### src/rtl/vga_timing_generator.sv
// rtl/vga_timing_generator.sv - parametrised raster timing generator with registered sync/active/strobe outputs
//
// Ports:
//   i_Clk         system clock, rising edge
//   i_Rst_n       synchronous active-low reset
//   i_En          pixel tick; position advances only when high
//   o_HPos        current pixel column, 0..H_TOTAL-1
//   o_VPos        current line, 0..V_TOTAL-1
//   o_HSync       horizontal sync at HSYNC_POL
//   o_VSync       vertical sync at VSYNC_POL
//   o_Active      visible-region flag
//   o_LineStart   high while o_HPos == 0
//   o_FrameStart  high while o_HPos == 0 and o_VPos == 0
//   o_FrameCount  completed-frame counter (only with VGA_FRAME_COUNT_EN)
//
// Optional feature macro: VGA_FRAME_COUNT_EN

module vga_timing_generator #(
    parameter int H_ACTIVE  = 640,
    parameter int H_FRONT   = 16,
    parameter int H_SYNC    = 96,
    parameter int H_BACK    = 48,
    parameter int V_ACTIVE  = 480,
    parameter int V_FRONT   = 10,
    parameter int V_SYNC    = 2,
    parameter int V_BACK    = 33,
    parameter int HSYNC_POL = 0,
    parameter int VSYNC_POL = 0,
    parameter int POS_W     = 10,
    parameter int FRAME_W   = 8
) (
    input  logic             i_Clk,
    input  logic             i_Rst_n,
    input  logic             i_En,
    output logic [POS_W-1:0] o_HPos,
    output logic [POS_W-1:0] o_VPos,
    output logic             o_HSync,
    output logic             o_VSync,
    output logic             o_Active,
    output logic             o_LineStart,
`ifdef VGA_FRAME_COUNT_EN
    output logic             o_FrameStart,
    output logic [FRAME_W-1:0] o_FrameCount
`else
    output logic             o_FrameStart
`endif
);

    localparam int H_TOTAL = H_ACTIVE + H_FRONT + H_SYNC + H_BACK;
    localparam int V_TOTAL = V_ACTIVE + V_FRONT + V_SYNC + V_BACK;

    // Elaboration-time parameter sanity checks.
    if (H_TOTAL > (1 << POS_W)) begin : g_chk_htotal
        $error("H_TOTAL does not fit in POS_W bits");
    end
    if (V_TOTAL > (1 << POS_W)) begin : g_chk_vtotal
        $error("V_TOTAL does not fit in POS_W bits");
    end
    if (H_FRONT < 1 || H_SYNC < 1 || H_BACK < 1) begin : g_chk_hwidths
        $error("horizontal porch and sync widths must be at least 1");
    end
    if (V_FRONT < 1 || V_SYNC < 1 || V_BACK < 1) begin : g_chk_vwidths
        $error("vertical porch and sync widths must be at least 1");
    end
    if (FRAME_W < 1) begin : g_chk_framew
        $error("FRAME_W must be at least 1");
    end

    localparam logic [POS_W-1:0] H_LAST   = POS_W'(H_TOTAL - 1);
    localparam logic [POS_W-1:0] V_LAST   = POS_W'(V_TOTAL - 1);
    localparam logic [POS_W-1:0] H_ACT_C  = POS_W'(H_ACTIVE);
    localparam logic [POS_W-1:0] V_ACT_C  = POS_W'(V_ACTIVE);
    localparam logic [POS_W-1:0] HS_START = POS_W'(H_ACTIVE + H_FRONT);
    localparam logic [POS_W-1:0] HS_END   = POS_W'(H_ACTIVE + H_FRONT + H_SYNC);
    localparam logic [POS_W-1:0] VS_START = POS_W'(V_ACTIVE + V_FRONT);
    localparam logic [POS_W-1:0] VS_END   = POS_W'(V_ACTIVE + V_FRONT + V_SYNC);
    localparam logic             HS_ON    = 1'(HSYNC_POL);
    localparam logic             VS_ON    = 1'(VSYNC_POL);

    logic [POS_W-1:0] h_nxt;
    logic [POS_W-1:0] v_nxt;

    // Next-state position; decodes below are taken from this so every
    // registered output describes the position it is registered with.
    always_comb begin
        h_nxt = o_HPos + POS_W'(1);
        v_nxt = o_VPos;
        if (o_HPos == H_LAST) begin
            h_nxt = '0;
            if (o_VPos == V_LAST) begin
                v_nxt = '0;
            end else begin
                v_nxt = o_VPos + POS_W'(1);
            end
        end
    end

    always_ff @(posedge i_Clk) begin
        if (!i_Rst_n) begin
            o_HPos       <= H_LAST;
            o_VPos       <= V_LAST;
            o_HSync      <= ~HS_ON;
            o_VSync      <= ~VS_ON;
            o_Active     <= 1'b0;
            o_LineStart  <= 1'b0;
            o_FrameStart <= 1'b0;
        end else if (i_En) begin
            o_HPos       <= h_nxt;
            o_VPos       <= v_nxt;
            o_HSync      <= (h_nxt >= HS_START && h_nxt < HS_END) ? HS_ON : ~HS_ON;
            o_VSync      <= (v_nxt >= VS_START && v_nxt < VS_END) ? VS_ON : ~VS_ON;
            o_Active     <= (h_nxt < H_ACT_C) && (v_nxt < V_ACT_C);
            o_LineStart  <= (h_nxt == '0);
            o_FrameStart <= (h_nxt == '0) && (v_nxt == '0);
        end
    end

`ifdef VGA_FRAME_COUNT_EN
    // Reset to all ones so the first frame after reset reads zero.
    always_ff @(posedge i_Clk) begin
        if (!i_Rst_n) begin
            o_FrameCount <= '1;
        end else if (i_En && h_nxt == '0 && v_nxt == '0) begin
            o_FrameCount <= o_FrameCount + FRAME_W'(1);
        end
    end
`endif

endmodule

### config.mk
export PLATFORM = sky130hd
export DESIGN_NAME = vga_timing_generator
export DESIGN_NICKNAME = d
export VERILOG_FILES = /design/src/rtl/vga_timing_generator.sv
export SDC_FILE = /design/constraint.sdc
export NUM_CORES = 1
export LEC_CHECK = 0
export ABC_CLOCK_PERIOD_IN_PS = 3950
export CAP_MARGIN = 0
export CELL_PAD_IN_SITES_DETAIL_PLACEMENT = 1
export CELL_PAD_IN_SITES_GLOBAL_PLACEMENT = 1
export CORE_UTILIZATION = 31
export DETAILED_ROUTE_END_ITERATION = 10
export PLACE_DENSITY = 0.69
export SYNTH_ARGS = -nofsm -noshare
export SYNTH_HDL_FRONTEND = slang
export SYNTH_SLANG_ARGS = --single-unit
### constraint.sdc
create_clock -name i_Clk -period 3.95 [get_ports i_Clk]
set_input_delay 0.395 -clock i_Clk [delete_from_list [all_inputs] [get_ports i_Clk]]
set_output_delay 0.395 -clock i_Clk [all_outputs]
set_load 0.005 [all_outputs]
* Word-level counts from Yosys, hierarchy flattened
Index checks and enable logic that the tools add are counted.
** Operators by class
- Add/sub/neg operators :: 2
- Reduce and logical (&&, ||, !) cells :: 6
- Muxes and demuxes :: 5
- Magnitude comparators :: 6
- Equal/unequal tests :: 2
** Operator list (count)
- $mux 10 :: 3
- $add 10x1->10 const B :: 2
- $eq 10x10->1 const B :: 2
- $logic_not 10->1 :: 2
- $lt 10x10->1 const B :: 2
- $lt 10x9->1 const B :: 2
- $ge 10x10->1 const B :: 1
- $ge 10x9->1 const B :: 1
- $logic_and 1x1->1 :: 4
- $mux 1 :: 2
** Storage, ports and cells
- Output and inout bits :: 25
- Register bits after elaboration :: 25
- Word-level logic and storage cells :: 28

* Longest topological paths before layout
Gate-level depths: netlist (run 1).
- Word-level depth :: 6
- Gate-level depth with buffers :: 9
- Gate-level depth less buffers :: 8

* Worst setup path before layout (run 1)
OpenSTA, ideal clock, no wires.
- Path type :: register to register
- Start :: register o_HPos[0]
- End :: register o_VSync
- Period minus slack after synthesis :: 2112 ps
- Required time :: 3828 ps
- Arrival :: 1990 ps
- Stages on the path, launching flop included :: 9
- Path buffers :: 2
- Slack :: 1838 ps
- Setup time :: 122 ps
- Cells stage by stage :: dfxtp_1 > ha_1 > nand4_1 > or3_1 > buf_2 > buf_4 > a211oi_1 > a2bb2oi_1 > o32a_1
** On the way
- Word-level cells in the longest chain between the ends :: 5
** RTL lines
- from (decl) :: RTL line 35 : output logic [POS_W-1:0] o_HPos,
- from (signal assigned) :: RTL line 108 : o_HPos <= h_nxt;
- $eq 10x10->1 (*) :: RTL line 88 : if (o_HPos == H_LAST) begin
- $mux 10 (*) :: RTL line 88
- $ge 10x9->1 / $lt 10x9->1 (equally long branches) :: RTL line 111 : o_VSync <= (v_nxt >= VS_START && v_nxt < VS_END) ? VS_ON : ~VS_ON;
- $logic_and 1x1->1 (*) :: RTL line 111
- $mux 1 (*) :: RTL line 111
- to (signal assigned) :: RTL line 103 : o_VSync <= ~VS_ON;
- to (signal assigned) :: RTL line 111
- to (decl) :: RTL line 38 : output logic o_VSync,
Every way passes the cells marked *; elsewhere a longest branch is shown, timed or not.
A chain may end at the register's enable or synchronous reset.

* Final worst setup path (run 1)
- Start :: register o_HPos[0]
- End :: register o_FrameStart
** On the way
- Word-level cells in the longest chain between the ends :: 4
** RTL lines
- $add 10x1->10 / $eq 10x10->1 (equally long branches) :: RTL line 86, 88
- $mux 10 :: RTL line 88
- $logic_not 10->1 :: RTL line 114 : o_FrameStart <= (h_nxt == '0) && (v_nxt == '0);
- $logic_and 1x1->1 (*) :: RTL line 114
- to (signal assigned) :: RTL line 114
- to (decl) :: RTL line 45 : output logic o_FrameStart
Marked as above.

==> flow_summary.json, run 1 <==
{
  "outcome": "completed",
  "cells_along_the_critical_path": "ha_1 -> nand4_1 -> or3_1 -> o21ai_0 -> o311ai_0 -> nor4_1 -> a31o_1",
  "post_cts_resized": 0,
  "clock-sinks": 25,
  "routed_wire_length_per_instance_um": 16.7,
  "antenna_diode_count": 0,
  "critical_path_depth": 7,
  "holdBufCountCts": 0,
  "globalRouteTotalUtil_pct": 18.4,
  "post_synth_num_cell_types": 54,
  "critical_path.endpoint_type": "flip-flop",
  "cts_setup_buffers": 0,
  "worst_setup_path_start_kind": "flip-flop",
  "hold_path_class": "flip-flop to flip-flop",
  "routed_wl_mm": 5.27,
  "cts_max_level": 1,
  "power.leakage_nw": 0.757,
  "timing.final.hold_violations": 0,
  "timing.max_slew.rel_slack_pct": 34.7,
  "layout-drive-gt1-share_pct": 6.17,
  "finish.utilization_pct": 37.9,
  "finalSetupTns_ps": 0,
  "tightestPinTransition_ps": 976,
  "drv.max_cap_violation_count": 0,
  "timing.critical_path.buf_inv": 0,
  "area.growth.synth_to_final_pct": 17.3,
  "synth_enable_flop_cells": 0,
  "die_height_um": 77.7,
  "sequential_cell_area_sq_um": 500,
  "synthesized_area_fraction_occupied_by_xor_and_xnor_cells_pct": 4.44,
  "cp_data_required_time_ps": 4170,
  "post_synth_mux_area_share_pct": 2.32,
  "ys_async_sr_fraction_pct": 0,
  "cell_area_power_density_nw_per_um2": 373,
  "period_minus_slack_ps": 2680,
  "post_synth_and_or_nand_nor_area_fraction_pct": 28.8,
  "count_of_cells_along_the_worst_hold_path": 1,
  "final_antenna_violating_net_count": 0,
  "syn-cell-area_sq_um": 1780,
  "synthAdderAreaFrac_pct": 2.11,
  "detailroute.via_count": 1768,
  "rows": 27,
  "number_of_cells_produced_by_synthesis": 231,
  "numCtsBuffers": 3,
  "multi_input_comb_area_sq_um": 1130,
  "synth.net_count": 237,
  "cts_tree": "yes",
  "initial_core_util_pct": 32.3,
  "synth_compound_gate_area_share_pct": 26.1,
  "final.setup_skew_ps": 2.82,
  "rsz0062_at_grt": "false",
  "criticalPathCategory": "flip-flop to flip-flop",
  "route.detailed.drc": 0,
  "clock_network_latency_to_the_later_pin_of_the_worst_skew_pair_ps": 270,
  "place.detailed.hpwl_mm": 3.79,
  "clockRootBuffer": "clkbuf_8",
  "report.final.setup_viol": 0,
  "first_global_vias": 1651,
  "main_combinational_cell_family_by_area_after_synthesis": "simple AND/OR/NAND/NOR gates",
  "avgSynthCellArea_sq_um": 7.69,
  "io_pins": 28,
  "total_of_fill_cells_in_the_finished_design": 669,
  "timing.reg2reg.worst_path_depth": 7,
  "gpl.final_weighted_congestion": 0.841,
  "numPortBuffers": 27,
  "die-area_sq_um": 6040,
  "cts.path.max_buffers": 2,
  "fmax_mhz": 374,
  "worst_setup_path_startpoint": "o_HPos[0]",
  "irDropWorstVdd_mv": 0.131,
  "cp_max_fo": 15,
  "synth-seq-cells": 25,
  "dpl.cell_count": 311,
  "ys_warn_count": 0,
  "drt_iter0_markers": 124,
  "synth-seq-area-share_pct": 28.2,
  "grt_max_degree": 28,
  "stdcell_count": 315,
  "ff2ff_setup_slack_ps": 1270,
  "drv_slew": 0,
  "antenna_found_initial": 0,
  "drt-vias-per-instance": 5.61,
  "drt_pass1_iterations": 4,
  "worstSetupEndpoint": "o_FrameStart",
  "coreArea_sq_um": 5510,
  "cp_slowest_cell": "or3_1",
  "postSynth.topFlopCell": "dfxtp_1",
  "cts.clk_slew.worst_paths_ps": 100,
  "die_width_um": 77.7,
  "globalRouteOverflowTotal": 0,
  "final_nets": 250,
  "worst_r2r_end": "o_FrameStart",
  "critical_path.reg2reg.startpoint": "o_HPos[0]",
  "timing.critical_path.max_delay_family": "simple AND/OR/NAND/NOR gates",
  "final_min_period_over_clock_period_pct": 67.7,
  "grt_pass1_wl_mm": 8.76,
  "critPathArrivalTime_ps": 2900,
  "timing.critical_path.slowest_cell_delay_ps": 660
}
==> synthesized netlist by cell type, types with 5 or more instances <==
master / n / area (sq um)
nand4_1: 5 / 31.3
and3_1: 7 / 43.8
clkbuf_1: 11 / 41.3
a31oi_1: 5 / 31.3
a21oi_1: 7 / 35.0
nand2_1: 21 / 78.8
and2_1: 9 / 56.3
nor3_1: 6 / 30.0
inv_1: 7 / 26.3
dfxtp_1: 25 / 500
nand3_1: 11 / 55.1
xnor2_1: 9 / 78.8
nor2_1: 12 / 45.0
o21ai_0: 19 / 95.1
==> layout make-up <==
class	instances	share of cell area (%)
clock buffer	3	1.98
clock inverter	1	0.240
inverter	8	1.44
multi-input combinational	177	54.3
sequential	25	24.0
tap	72	4.32
timing repair buffer	29	13.7
==> cells in the final DEF (no fill, tap or decap), types with 2 or more instances in the layout <==
cell type and count:
a211oi_1 4, a21boi_0 3, a21o_1 2, a21oi_1 7, a31oi_1 5, and2_1 9, and3_1 7, and4_1 3
buf_4 2, clkbuf_8 3, clkdlybuf4s50_1 27, dfxtp_1 25, ha_1 3, inv_1 7, mux2i_1 3, nand2_1 21
nand3_1 11, nand4_1 5, nor2_1 12, nor2b_1 4, nor3_1 6, nor3b_1 2, nor4_1 2, o211a_1 2
o21a_1 2, o21ai_0 19, o22ai_1 4, o311ai_0 3, o31ai_1 2, o32a_1 2, or2_2 2, or3_1 4
xnor2_1 9
==> metal layers <==
layer	vias up	GRT usage (%)	share of wire (%)
met5	-	0	0
met4	0	4.34	0.87
met3	4	2.00	2.6
met2	33	27.5	44
met1	852	27.7	53
li1	879	-	-
==> cell families (layout without fill, tap and decap cells) <==
group	after synthesis	in the layout
multiplexers	4	4
flip-flops	25	25
buffers and inverters	29	41
AND/OR/NAND/NOR	93	93
AO/OA/AOI/OAI	68	68
XOR/XNOR	9	9
adder cells (fa/ha/maj)	3	3
==> report_power, final <==
group	total (W)	switching, W	leakage [nW]	internal, W
clock network	0.000166	0.0000949	0.0255	0.0000708
registers	0.000316	0.0000458	0.204	0.000271
logic	0.000296	0.000164	0.528	0.000132
total	0.000778	0.000304	0.757	0.000474
==> sequential cells by signal, summed over array words and instances, names as in the netlist <==
signal and flops:
o_Active 1, o_FrameStart 1, o_HPos 10, o_HSync 1
o_LineStart 1, o_VPos 10, o_VSync 1
==> worst min-delay path by stage <==
stage                     slack (ps)     from       to
after floorplan                  470  o_HSync  o_HSync
after global placement           470  o_VSync  o_VSync
after detailed placement         490  o_HSync  o_HSync
after CTS                        510  o_HSync  o_HSync
after global routing             540  o_HSync  o_HSync
final                            510  o_HSync  o_HSync
==> per-stage QoR <==
step                setup WS (ps)  instance area, sq um  total power, W  hold slack, ps
floorplan                    1840                  1780        0.000522             471
finish                       1270                  2080        0.000778             506
CTS                          1270                  2080        0.000783             513
global placement             1290                  2040        0.000612             474
global route                 1100                  2080        0.000831             539
detailed placement           1310                  2040        0.000616             489
Note: power is estimated with default switching activity, not from simulation.
==> run 2, diff against run 1 <==
--- a/config.mk
+++ b/config.mk
@@ -5,7 +5,7 @@
 export SDC_FILE = /design/constraint.sdc
 export NUM_CORES = 1
 export LEC_CHECK = 0
-export ABC_CLOCK_PERIOD_IN_PS = 3950
+export ABC_CLOCK_PERIOD_IN_PS = 2560
 export CAP_MARGIN = 0
 export CELL_PAD_IN_SITES_DETAIL_PLACEMENT = 1
 export CELL_PAD_IN_SITES_GLOBAL_PLACEMENT = 1
==> constraint.sdc (replaced) <==
create_clock -name i_Clk -period 2.56 [get_ports i_Clk]
set_input_delay 0.256 -clock i_Clk [delete_from_list [all_inputs] [get_ports i_Clk]]
set_output_delay 0.256 -clock i_Clk [all_outputs]
set_load 0.005 [all_outputs]
==> flow_summary.json, run 2 (synthesis results as in run 1) <==
{
  "timing.critical_path.slowest_cell_delay_ps": 640,
  "total_of_fill_cells_in_the_finished_design": 675,
  "cp_slowest_cell": "or3_1",
  "numCtsBuffers": 3,
  "antenna_diode_count": 0,
  "irDropWorstVdd_mv": 0.263,
  "timing.max_slew.rel_slack_pct": 65.7,
  "final_nets": 263,
  "sequential_cell_area_sq_um": 500,
  "detailroute.via_count": 1775,
  "drv.max_cap_violation_count": 0,
  "globalRouteOverflowTotal": 0,
  "multi_input_comb_area_sq_um": 1130,
  "power.leakage_nw": 0.817,
  "cells_along_the_critical_path": "ha_1 -> nand4_1 -> or3_1 -> or3_1 -> o21ai_0 -> a211oi_1 -> o211a_1",
  "timing.final.hold_violations": 0,
  "cp_data_required_time_ps": 2730,
  "io_pins": 28,
  "period_minus_slack_ps": 2450,
  "cp_max_fo": 15,
  "tightestPinTransition_ps": 515,
  "critical_path.endpoint_type": "flip-flop",
  "rsz0062_at_grt": "false",
  "top_regs": "o_HPos x10, o_VPos x10",
  "route.detailed.drc": 0,
  "post_cts_resized": 0,
  "gpl.final_weighted_congestion": 0.887,
  "routed_wire_length_per_instance_um": 16.0,
  "globalRouteTotalUtil_pct": 18.5,
  "grt_pass1_wl_mm": 8.95,
  "routed_wl_mm": 5.24,
  "die_width_um": 77.7,
  "die-area_sq_um": 6040,
  "final_common_cell": "clkdlybuf4s50_1",
  "antenna_found_initial": 0,
  "area.growth.synth_to_final_pct": 22.7,
  "place.detailed.hpwl_mm": 3.97,
  "grt_max_degree": 23,
  "timing.hold.ws_ps": 497,
  "cts_max_level": 1,
  "coreArea_sq_um": 5510,
  "critical_path.most_common_cell": "or3_1",
  "drt-vias-per-instance": 5.41,
  "layout_common_cells": "clkdlybuf4s50_1 (27), dfxtp_1 (25), nand2_1 (21)",
  "cts.path.max_buffers": 2,
  "layout-drive-gt1-share_pct": 10.5,
  "worst_setup_path_start_kind": "flip-flop",
  "cts_setup_buffers": 0,
  "drt_pass1_iterations": 4,
  "initial_core_util_pct": 32.3,
  "outcome": "completed",
  "cts_tree": "yes",
  "cell_area_power_density_nw_per_um2": 563,
  "clock-sinks": 25,
  "final_antenna_violating_net_count": 0,
  "rows": 27,
  "holdBufCountCts": 0,
  "finalSetupTns_ps": 0,
  "criticalPathCategory": "flip-flop to flip-flop",
  "fmax_mhz": 408,
  "drt_iter0_markers": 95,
  "final_min_period_over_clock_period_pct": 95.7,
  "timing.critical_path.max_delay_family": "simple AND/OR/NAND/NOR gates",
  "final.setup_skew_ps": 5.47,
  "report.final.setup_viol": 0,
  "clock_network_latency_to_the_later_pin_of_the_worst_skew_pair_ps": 270,
  "die_height_um": 77.7,
  "critPathArrivalTime_ps": 2620,
  "hold_path_class": "flip-flop to flip-flop",
  "cts.clk_slew.worst_paths_ps": 90,
  "timing.critical_path.buf_inv": 0,
  "numPortBuffers": 27,
  "drv_slew": 0,
  "clockRootBuffer": "clkbuf_8",
  "first_global_vias": 1762
}
## run 2: cell types whose count changed in the layout (fill, tap and decap cells not counted)
cell,before,now
clkbuf_1,0,1
buf_4,2,15
clkinv_2,1,0
## run 2: worst paths after layout
check / startpoint / to / slack [ps] / cells past startpoint
max reg2reg: o_HPos[0] / o_Active / 110 / 7
min: o_HSync / o_HSync / 500 / 1
max: o_HPos[0] / o_Active / 110 / 7
min reg2reg: o_HSync / o_HSync / 500 / 1
## run 2: cell type report
| cell class | count | share of cell area [%] |
|---|---|---|
| inverter | 8 | 1.38 |
| timing repair buffer | 42 | 17.6 |
| tap | 72 | 4.13 |
| clock buffer | 4 | 2.07 |
| multi-input combinational | 177 | 51.9 |
| sequential | 25 | 22.9 |
## run 2: power by group
| part | switching, W | total [W] | internal [W] |
|---|---|---|---|
| logic | 0.000277 | 0.000512 | 0.000235 |
| clock network | 0.000138 | 0.000249 | 0.000112 |
| registers | 0.0000494 | 0.000467 | 0.000418 |
## run 2: routing by layer
| metal | up-vias | track usage, % | wire [um] | share of wire [%] |
|---|---|---|---|---|
| met5 | - | 0 | 0 | 0 |
| met4 | 0 | 5.09 | 29 | 0.55 |
| met3 | 2 | 1.76 | 69 | 1.3 |
| met2 | 22 | 28.3 | 2270 | 43 |
| met1 | 854 | 27.2 | 2870 | 55 |
| li1 | 897 | - | - | - |
## run 2: worst reg2reg max path: stages, from the launching register on
cell and delay, ps:
dfxtp_1 430, ha_1 200, nand4_1 200, or3_1 640
or3_1 430, o21ai_0 140, a211oi_1 100, o211a_1 220
## run 2: per-stage QoR
step	std cells	utilization, %	total power, W	setup slack [ps]	area, sq um
after detailed placement	324	38.8	0.000981	175	2140
final	328	39.6	0.00123	111	2180
after global placement	324	38.8	0.000979	317	2140
after CTS	328	39.6	0.00124	139	2180
after floorplan	231	-	0.000806	448	1780
after global routing	328	39.6	0.00132	8.72	2180
